## config.mk

```make
export PLATFORM = sky130hd
export DESIGN_NAME = point_seq_gen
export DESIGN_NICKNAME = d
export VERILOG_FILES = /design/src/rtl/point_seq_gen.sv
export SDC_FILE = /design/constraint.sdc
export NUM_CORES = 1
export LEC_CHECK = 0
export CORE_MARGIN = 3
export CORE_UTILIZATION = 46
export DETAILED_ROUTE_END_ITERATION = 12
export PLACE_DENSITY = 0.59
export SETUP_SLACK_MARGIN = 0.2
export SLEW_MARGIN = 10
export SYNTH_ARGS = -nofsm -noshare
export SYNTH_HDL_FRONTEND = slang
export SYNTH_SLANG_ARGS = --single-unit
```

## constraint.sdc

```tcl
create_clock -name clk -period 24.1 [get_ports clk]
set_clock_uncertainty 0.1 [all_clocks]
set_input_delay 4.82 -clock clk [delete_from_list [all_inputs] [get_ports clk]]
set_output_delay 4.82 -clock clk [all_outputs]
set_load 0.02 [all_outputs]
```

## src/rtl/point_seq_gen.sv

```systemverilog
// Emits P(i) = (i+1)*B for i = 1..count over y^2 = x^3 + 2x + 4 in projective coordinates,
// field GF(2^N-1). Optional macro POINT_SEQ_INF_STOP_EN stops the sequence at the point at infinity.

// Doubling, dbl-1998-cmo-2 formulas; Y==0 or Z==0 yields Z3==0.
module PointDouble #(
    parameter int N = 3,
    parameter int A = 2
) (
    input  logic [N-1:0] i_x,
    input  logic [N-1:0] i_y,
    input  logic [N-1:0] i_z,
    output logic [N-1:0] o_x,
    output logic [N-1:0] o_y,
    output logic [N-1:0] o_z
);
    localparam logic [N-1:0] P    = '1;
    localparam logic [N-1:0] A_FE = N'(A);

    function automatic logic [N-1:0] red(input logic [2*N-1:0] v);
        logic [N:0]   t;
        logic [N-1:0] s;
        t = {1'b0, v[N-1:0]} + {1'b0, v[2*N-1:N]};
        s = t[N-1:0] + {{(N-1){1'b0}}, t[N]};
        return (s == P) ? '0 : s;
    endfunction
    function automatic logic [N-1:0] fmul(input logic [N-1:0] a, input logic [N-1:0] b);
        return red({{N{1'b0}}, a} * {{N{1'b0}}, b});
    endfunction
    function automatic logic [N-1:0] fadd(input logic [N-1:0] a, input logic [N-1:0] b);
        return red({{(N-1){1'b0}}, {1'b0, a} + {1'b0, b}});
    endfunction
    function automatic logic [N-1:0] fsub(input logic [N-1:0] a, input logic [N-1:0] b);
        return fadd(a, ~b);
    endfunction

    logic [N-1:0] w_xx, w_w, w_s, w_r, w_b, w_b2, w_b4, w_b8, w_h, w_rr, w_rr2, w_rr4, w_sss, w_s2, w_s4;

    assign w_xx  = fmul(i_x, i_x);
    assign w_w   = fadd(fmul(A_FE, fmul(i_z, i_z)), fadd(w_xx, fadd(w_xx, w_xx)));
    assign w_s   = fmul(i_y, i_z);
    assign w_r   = fmul(i_y, w_s);
    assign w_b   = fmul(i_x, w_r);
    assign w_b2  = fadd(w_b, w_b);
    assign w_b4  = fadd(w_b2, w_b2);
    assign w_b8  = fadd(w_b4, w_b4);
    assign w_h   = fsub(fmul(w_w, w_w), w_b8);
    assign w_rr  = fmul(w_r, w_r);
    assign w_rr2 = fadd(w_rr, w_rr);
    assign w_rr4 = fadd(w_rr2, w_rr2);
    assign w_sss = fmul(w_s, fmul(w_s, w_s));
    assign w_s2  = fadd(w_sss, w_sss);
    assign w_s4  = fadd(w_s2, w_s2);

    assign o_x = fmul(fadd(w_h, w_h), w_s);
    assign o_y = fsub(fmul(w_w, fsub(w_b4, w_h)), fadd(w_rr4, w_rr4));
    assign o_z = fadd(w_s4, w_s4);
endmodule

// Addition P1 + P2, add-1998-cmo-2 formulas; P1 == -P2 yields Z3 == 0.
module pointAddition #(
    parameter int N = 3
) (
    input  logic [N-1:0] i_x1,
    input  logic [N-1:0] i_y1,
    input  logic [N-1:0] i_z1,
    input  logic [N-1:0] i_x2,
    input  logic [N-1:0] i_y2,
    input  logic [N-1:0] i_z2,
    output logic [N-1:0] o_x,
    output logic [N-1:0] o_y,
    output logic [N-1:0] o_z
);
    localparam logic [N-1:0] P = '1;

    function automatic logic [N-1:0] red(input logic [2*N-1:0] v);
        logic [N:0]   t;
        logic [N-1:0] s;
        t = {1'b0, v[N-1:0]} + {1'b0, v[2*N-1:N]};
        s = t[N-1:0] + {{(N-1){1'b0}}, t[N]};
        return (s == P) ? '0 : s;
    endfunction
    function automatic logic [N-1:0] fmul(input logic [N-1:0] a, input logic [N-1:0] b);
        return red({{N{1'b0}}, a} * {{N{1'b0}}, b});
    endfunction
    function automatic logic [N-1:0] fadd(input logic [N-1:0] a, input logic [N-1:0] b);
        return red({{(N-1){1'b0}}, {1'b0, a} + {1'b0, b}});
    endfunction
    function automatic logic [N-1:0] fsub(input logic [N-1:0] a, input logic [N-1:0] b);
        return fadd(a, ~b);
    endfunction

    logic [N-1:0] w_u, w_v, w_vv, w_vvv, w_z12, w_r, w_a;

    assign w_u   = fsub(fmul(i_y2, i_z1), fmul(i_y1, i_z2));
    assign w_v   = fsub(fmul(i_x2, i_z1), fmul(i_x1, i_z2));
    assign w_vv  = fmul(w_v, w_v);
    assign w_vvv = fmul(w_v, w_vv);
    assign w_z12 = fmul(i_z1, i_z2);
    assign w_r   = fmul(w_vv, fmul(i_x1, i_z2));
    assign w_a   = fsub(fsub(fmul(fmul(w_u, w_u), w_z12), w_vvv), fadd(w_r, w_r));

    assign o_x = fmul(w_v, w_a);
    assign o_y = fsub(fmul(w_u, fsub(w_r, w_a)), fmul(w_vvv, fmul(i_y1, i_z2)));
    assign o_z = fmul(w_vvv, w_z12);
endmodule

module point_seq_gen #(
    parameter int N  = 3,
    parameter int CW = 4
) (
    input  logic          clk,
    input  logic          rst_n,
    input  logic          start,
    input  logic [N-1:0]  bx,
    input  logic [N-1:0]  by,
    input  logic [N-1:0]  bz,
    input  logic [CW-1:0] count,
    output logic          busy,
    output logic          out_valid,
    input  logic          out_ready,
    output logic [N-1:0]  out_x,
    output logic [N-1:0]  out_y,
    output logic [N-1:0]  out_z,
    output logic [CW-1:0] out_idx,
    output logic          done,
    output logic          inf
);
    typedef enum logic [1:0] {S_IDLE, S_CALC, S_EMIT, S_FIN} state_t;

    state_t        r_state, w_next;
    logic [N-1:0]  r_bx, r_by, r_bz, r_ax, r_ay, r_az;
    logic [CW-1:0] r_cnt, r_idx;
    logic [N-1:0]  w_dx, w_dy, w_dz, w_sx, w_sy, w_sz;
    logic          w_hs, w_inf, w_last;

    PointDouble #(.N(N)) u_dbl (
        .i_x(r_bx), .i_y(r_by), .i_z(r_bz),
        .o_x(w_dx), .o_y(w_dy), .o_z(w_dz)
    );

    pointAddition #(.N(N)) u_add (
        .i_x1(r_bx), .i_y1(r_by), .i_z1(r_bz),
        .i_x2(r_ax), .i_y2(r_ay), .i_z2(r_az),
        .o_x(w_sx), .o_y(w_sy), .o_z(w_sz)
    );

    assign w_hs = (r_state == S_EMIT) && out_ready;
`ifdef POINT_SEQ_INF_STOP_EN
    assign w_inf = (r_state == S_EMIT) && (r_az == '0);
`else
    assign w_inf = 1'b0;
`endif
    assign w_last = (r_idx == r_cnt) || w_inf;

    always_ff @(posedge clk or negedge rst_n) begin
        if (!rst_n) r_state <= S_IDLE;
        else        r_state <= w_next;
    end

    always_comb begin
        w_next = r_state;
        case (r_state)
            S_IDLE: if (start) w_next = (count == '0) ? S_FIN : S_CALC;
            S_CALC: w_next = S_EMIT;
            S_EMIT: if (w_hs) w_next = w_last ? S_FIN : S_CALC;
            S_FIN:  w_next = S_IDLE;
            default: w_next = S_IDLE;
        endcase
    end

    always_comb begin
        busy      = (r_state == S_CALC) || (r_state == S_EMIT);
        out_valid = (r_state == S_EMIT);
        done      = (r_state == S_FIN);
        inf       = w_inf;
        out_x     = r_ax;
        out_y     = r_ay;
        out_z     = r_az;
        out_idx   = r_idx;
    end

    // Accumulator holds P(idx); the first step doubles B, every later step adds B.
    always_ff @(posedge clk or negedge rst_n) begin
        if (!rst_n) begin
            r_bx  <= '0; r_by <= '0; r_bz <= '0;
            r_ax  <= '0; r_ay <= '0; r_az <= '0;
            r_cnt <= '0; r_idx <= '0;
        end else begin
            case (r_state)
                S_IDLE: if (start && count != '0) begin
                    r_bx  <= bx; r_by <= by; r_bz <= bz;
                    r_cnt <= count;
                    r_idx <= CW'(1);
                end
                S_CALC: if (r_idx == CW'(1)) begin
                    r_ax <= w_dx; r_ay <= w_dy; r_az <= w_dz;
                end else begin
                    r_ax <= w_sx; r_ay <= w_sy; r_az <= w_sz;
                end
                S_EMIT: if (w_hs && !w_last) r_idx <= r_idx + CW'(1);
                default: ;
            endcase
        end
    end
endmodule

```

======== Word-level counts from Yosys, hierarchy flattened ========
Cells that the tools add are included.
word-level totals
  bits in registers ....................... 28
  input port bits ......................... 17
  output and inout port bits .............. 17
  logic and storage cells ................. 295
cells by class
  add/subtract/negate cells ............... 122
  multiply operators ...................... 25
  equality and inequality tests ........... 58
  mux-type cells .......................... 60
  bitwise operators ....................... 9
  reduce and logical (&&, ||, !) cells .... 12
operators with widths
  operator             count
  $add 3x3->4          48
  $mux 3               52
  $mul 3x3->6          25
  $add 3x1->3          49
  $eq 3x3->1 const B   49
  $add 3x1->4          24
  $not 3->3            9
  $mux 2               4
  $mux 4               2
  $pmux 2 s4           1
  $pmux 4 s2           1
  $add 4x1->4 const B  1
  $eq 2x2->1 const B   2
  $eq 4x1->1 const B   1
  $eq 4x4->1           1
  $logic_not 4->1      1
  $ne 2x1->1 const B   2
  $ne 2x2->1 const B   2
  $reduce_and 2->1     2
  $reduce_bool 4->1    1
  $logic_and 1x1->1    3
  $reduce_and 3->1     1
  $eq 2x1->1 const B   1
  $logic_not 2->1      1
  3 further kinds      3

======== Depth between registers and ports, before layout ========
  depth in word-level cells ............... 53
  gate-level depth with buffers ........... 108

======== Modules after synthesis ========
Synthesis repeated with hierarchy kept, for this count alone.
second synthesis, totals
  cells, all modules ...................... 1143
  area, all modules ....................... 10543.9 µm²
modules (own cells, without submodules)
  module         instances  cells an instance  area each (µm²)  seq. area each (µm²)
  pointAddition  1          592                5343.9           0.0
  PointDouble    1          426                3717.3           0.0
  point_seq_gen  1          125                1482.7           700.7

======== Least setup slack after synthesis ========
OpenSTA, ideal clock, no wires.
  kind .................................... register to register
  start point ............................. register r_az[2] (netlist: out_z[2])
  end point ............................... register r_ay[2] (netlist: out_y[2])
  data arrival time ....................... 21.358 ns
  required time ........................... 23.881 ns
  slack ................................... 2.523 ns
  cell stages (with the launch flop) ...... 107
  buffers on the path ..................... 0
  cells stage by stage .................... dfrtp_1 and2_1 fa_1 ha_1 fa_1 xor2_1 ha_1 a21o_1 a21o_1 ha_1 ha_1 xor2_1 xnor2_1 o21ai_0 ha_1 a21o_1 a21o_1 ha_1 [... 71 more ...] a21o_1 ha_1 ha_1 xor2_1 xnor2_1 nand2_1 and2_1 ha_1 a21o_1 a21o_1 ha_1 nor3b_1 ha_1 ha_1 xnor2_1 xnor2_1 o221ai_1 o21a_1
between the ends
  longest elaborated chain between the ends .. 49
RTL lines
  item                      RTL line  RTL
  start: declaration        131       logic [N-1:0] r_bx, r_by, r_bz, r_ax, r_ay, r_az;
  start signal: assignment  196       r_ax <= w_dx; r_ay <= w_dy; r_az <= w_dz;
  start signal: assignment  198       r_ax <= w_sx; r_ay <= w_sy; r_az <= w_sz;
  $mul 3x3->6               83        return red({{N{1'b0}}, a} * {{N{1'b0}}, b});
  $add 3x3->4               78        t = {1'b0, v[N-1:0]} + {1'b0, v[2*N-1:N]};
  $add 3x1->3               79        s = t[N-1:0] + {{(N-1){1'b0}}, t[N]};
  $eq 3x3->1                80        return (s == P) ? '0 : s;
  $mux 3                    80
  $not 3->3                 89        return fadd(a, ~b);
  $add 3x3->4               86        return red({{(N-1){1'b0}}, {1'b0, a} + {1'b0, b}});
  $add 3x1->4               78
  [... 33 more ...]         n/a
  $eq 3x3->1                80
  $mux 3                    80
  $add 3x3->4 *             86
  $add 3x1->4 *             78
  $add 3x1->3 *             79
  $eq 3x3->1                80
  $mux 3 *                  80
  $mux 3 *                  195       S_CALC: if (r_idx == CW'(1)) begin
  end signal: assignment    196
  end signal: assignment    198
  end: declaration          131
Every way passes the cells marked *; elsewhere a longest branch is shown, timed or not.
A chain may end at the register's enable or synchronous reset.

======== Worst setup path after layout ========
  start point ............................. register r_bz[1]
  end point ............................... register r_ay[2] (netlist: out_y[2])
between the ends
  longest elaborated chain between the ends .. 53
RTL lines
  item                      RTL line  RTL
  start: declaration        131
  start signal: assignment  185       r_bx <= '0; r_by <= '0; r_bz <= '0;
  start signal: assignment  191       r_bx <= bx; r_by <= by; r_bz <= bz;
  $mul 3x3->6               27        return red({{N{1'b0}}, a} * {{N{1'b0}}, b});
  $add 3x3->4               22        t = {1'b0, v[N-1:0]} + {1'b0, v[2*N-1:N]};
  $add 3x1->3               23        s = t[N-1:0] + {{(N-1){1'b0}}, t[N]};
  $eq 3x3->1                24        return (s == P) ? '0 : s;
  $mux 3                    24
  $mul 3x3->6               27
  $add 3x3->4               22
  $add 3x1->3               23
  [... 37 more ...]         n/a
  $eq 3x3->1                24
  $mux 3                    24
  $add 3x3->4               30        return red({{(N-1){1'b0}}, {1'b0, a} + {1'b0, b}});
  $add 3x1->4               22
  $add 3x1->3               23
  $eq 3x3->1                24
  $mux 3                    24
  $mux 3 *                  195
Marks and branches as above.

==> run summary <==
status - complete, no violations
Post-synth ARST share - 1.00
Crit path required time - 24.18 ns
Worst-path clk slew - 0.08 ns
post-layout min period - 22.14 ns
final-report setup violation count - 0
HP Class - reg -> reg
Slew Viols, Final - 0
leading area contributor after synthesis - ha_1
clk sinks - 28
io pins - 34
crit path DAT - 22.22 ns
max_cap viols - 0
Post-Synthesis Cell Area - 0.0105 mm²
Critical Path Source - r_bz[1]
library cells used by synthesis - 55
final global-route overflow total - 0
Post-synth EDFFs - 0
Global Route Usage Sum - 0.163
CP endpoint - out_y[2]
drt first pass iters - 4
Synth Register Bits - 28
clk root buf - clkbuf_16
Yosys Warn Count - 0
Critical Path End Type - flop
setup slack, reg-to-reg - 1.96 ns
Initial Util - 0.476
largest cells by area after synthesis - ha_1, fa_1, a21o_1
initial antenna violation count - 0
register area share after synthesis - 0.0665
Clock Path Buffers - 2
cell count along the critical path - 106
via/cell ratio - 5.33
row count - 54
CTS Buf Count - 3
first-pass GRT wire length - 34.4 mm
Critical Path Fanout Max - 17
cts hold-fix bufs - 0
share of cells above drive strength 1 - 0.0397
htree depth - 1
GP Congestion - 0.840
Core Util, Final - 0.511
Final nets - 1572
drt drc - 0
clock latency on the worst-skew pair - 0.28 ns
Syn Area/Cell - 9.15 µm²
Core ar. - 0.0222 mm²
CP top delay family - adder cells
period utilization - 0.919
Hold Violations, Final - 0
unrepaired setup endpoints after global routing - no
PnR worst setup slack - 1.96 ns
Worst Path Buf+Inv - 3
CP dominant cell by count - ha_1
vias in the first global route - 7712
port bufs - 32
Yosys top cell area share - 0.362
synthesized instance count - 1152
critical path launch point type - flop
Sequential Area - 701 µm²
fmax - 45.2 MHz
RR Endpoint - out_y[2]
Vias - 7803
Max-slew headroom - 0.422
Place WS - 1.02 ns
net count after synthesis - 1538
HPWL after DPL - 16.9 mm
die area - 0.0248 mm²
Worst Tran Pin Value - 0.867 ns
CP Class - reg -> reg
fillers - 2124
multi-input logic area - 0.00943 mm²
final WL - 19.3 mm
Top FF cell, synth - dfrtp_1
Layout Area Growth over Synthesis - 7.38%
# diodes - 0
Iter 0 DRT Violations - 226
Reg-to-Reg Start - r_bz[1]
Final ANT Viol Nets - 0
die height - 157 µm
CP peak stage delay - 0.49 ns
Die Width - 157 µm
R2R depth - 106
post-DR wirelength/cell - 13.2 µm
Post-Route Setup TNS - 0 ns
pin count of the biggest net entering global routing - 29
CTS tree - built
CP max-delay cell - fa_1
==> metal layers <==
metal	wire, µm	global-route usage	share of wire
met4	122	0.0161	0.0063
met3	618	0.0220	0.032
met2	8460	0.267	0.44
met1	10100	0.237	0.52
met5	0	0	0
==> cell families after synthesis <==
logic type                 after synthesis  share of synthesized area
other                                    1                   0.000356
AOI/OAI and AO/OA                      197                      0.138
DFF                                     28                     0.0665
xor gates and xnor gates               104                     0.0974
muxes                                   12                     0.0153
and+or+nand+nor                        333                      0.158
buffers and inverters                  108                     0.0411
adders and majority gates              369                      0.484
==> layout make-up <==
class                      instances  area share
multi-input combinational       1016       0.833
sequential                        28      0.0619
inverter                         100      0.0332
timing repair buffer              37      0.0316
tap                              280      0.0309
clock buffer                       3     0.00663
clock inverter                     1     0.00265
==> through the flow <==
stage / hold WS (ns) / std cells / cell area (µm²)
final: 0.434 / 1465 / 11300
after global routing: 0.446 / 1465 / 11300
after CTS: 0.434 / 1465 / 11300
after detailed placement: 0.416 / 1461 / 11200
after global placement: 0.415 / 1461 / 11200
after floorplan: 0.401 / 1152 / 10500
==> registers in the layout, summed over array words and instances, names as in the netlist <==
register and count:
r_cnt 4, r_state 2, r_bz 3, r_bx 3, out_y 3, out_idx 4, out_x 3, out_z 3
r_by 3
==> Yosys cell counts, types with 2 or more instances <==
master and instances:
a21o_1 100, nor2b_1 6, o211ai_1 5, xor3_1 5, ha_1 305, dfrtp_1 28
a21boi_0 32, a32oi_1 4, nor3b_1 9, a21oi_1 9, o2111a_1 2, nand2_1 88
nor2_1 78, and3_1 24, a211o_1 3, or2_2 11, nand3_1 17, xnor3_1 3
fa_1 64, inv_1 100, o41ai_1 2, and2_1 73, a21bo_2 4, o21ai_0 19
xnor2_1 50, nor3_1 7, nor4_1 3, a31o_2 4, clkbuf_1 5, mux2_4 7
nand2b_1 10, nand4_1 3, mux2_2 5, xor2_1 46
==> how the worst min path moves through the flow <==
stage | depth (start not counted) | startpoint | slack (ns) | to
6_report | 1 | r_cnt[2] | 0.43 | r_cnt[2]
5_1_grt | 1 | r_cnt[2] | 0.45 | r_cnt[2]
4_1_cts | 1 | r_cnt[2] | 0.43 | r_cnt[2]
3_5_place_dp | 1 | r_cnt[2] | 0.42 | r_cnt[2]
3_3_place_gp | 1 | r_cnt[2] | 0.41 | r_cnt[2]
2_1_floorplan | 1 | r_cnt[0] | 0.40 | r_cnt[0]
==> cell usage in the layout (no fill, tap or decap), types with 2 or more instances in the layout <==
master / netlist / final
nand3_1: 17 / 17
nand2_1: 88 / 88
xnor2_1: 50 / 49
xor2_1: 46 / 45
o21ai_0: 19 / 13
mux2_2: 5 / 5
a31o_2: 4 / 4
nor2_1: 78 / 78
clkbuf_16: 0 / 3
o41ai_1: 2 / 2
clkdlybuf4s50_1: 0 / 32
nand4_1: 3 / 3
a32oi_1: 4 / 4
mux2_4: 7 / 7
a21o_1: 100 / 100
and3_1: 24 / 24
and2_1: 73 / 73
fa_1: 64 / 64
ha_1: 305 / 305
dfrtp_1: 28 / 28
nor2b_1: 6 / 6
a211o_1: 3 / 3
or2_2: 11 / 11
xnor3_1: 3 / 3
nand2b_1: 10 / 10
nor3_1: 7 / 7
a21bo_2: 4 / 4
a21oi_1: 9 / 9
buf_4: 1 / 5
o2111a_1: 2 / 2
xor3_1: 5 / 5
a21boi_0: 32 / 30
o211ai_1: 5 / 5
inv_1: 100 / 100
nor3b_1: 9 / 9
o21ai_1: 1 / 6
nor4_1: 3 / 3
==> what timing repair did <==
action                                  in CTS  in global routing
buffers inserted                             0                  0
endpoints found under the setup margin       0                  3
hold endpoints to repair                     0                  0
gates resized for setup                      0                 12
Power is not shown: default switching activity piles up to over one toggle a cycle in this logic, so the estimate is an artifact.
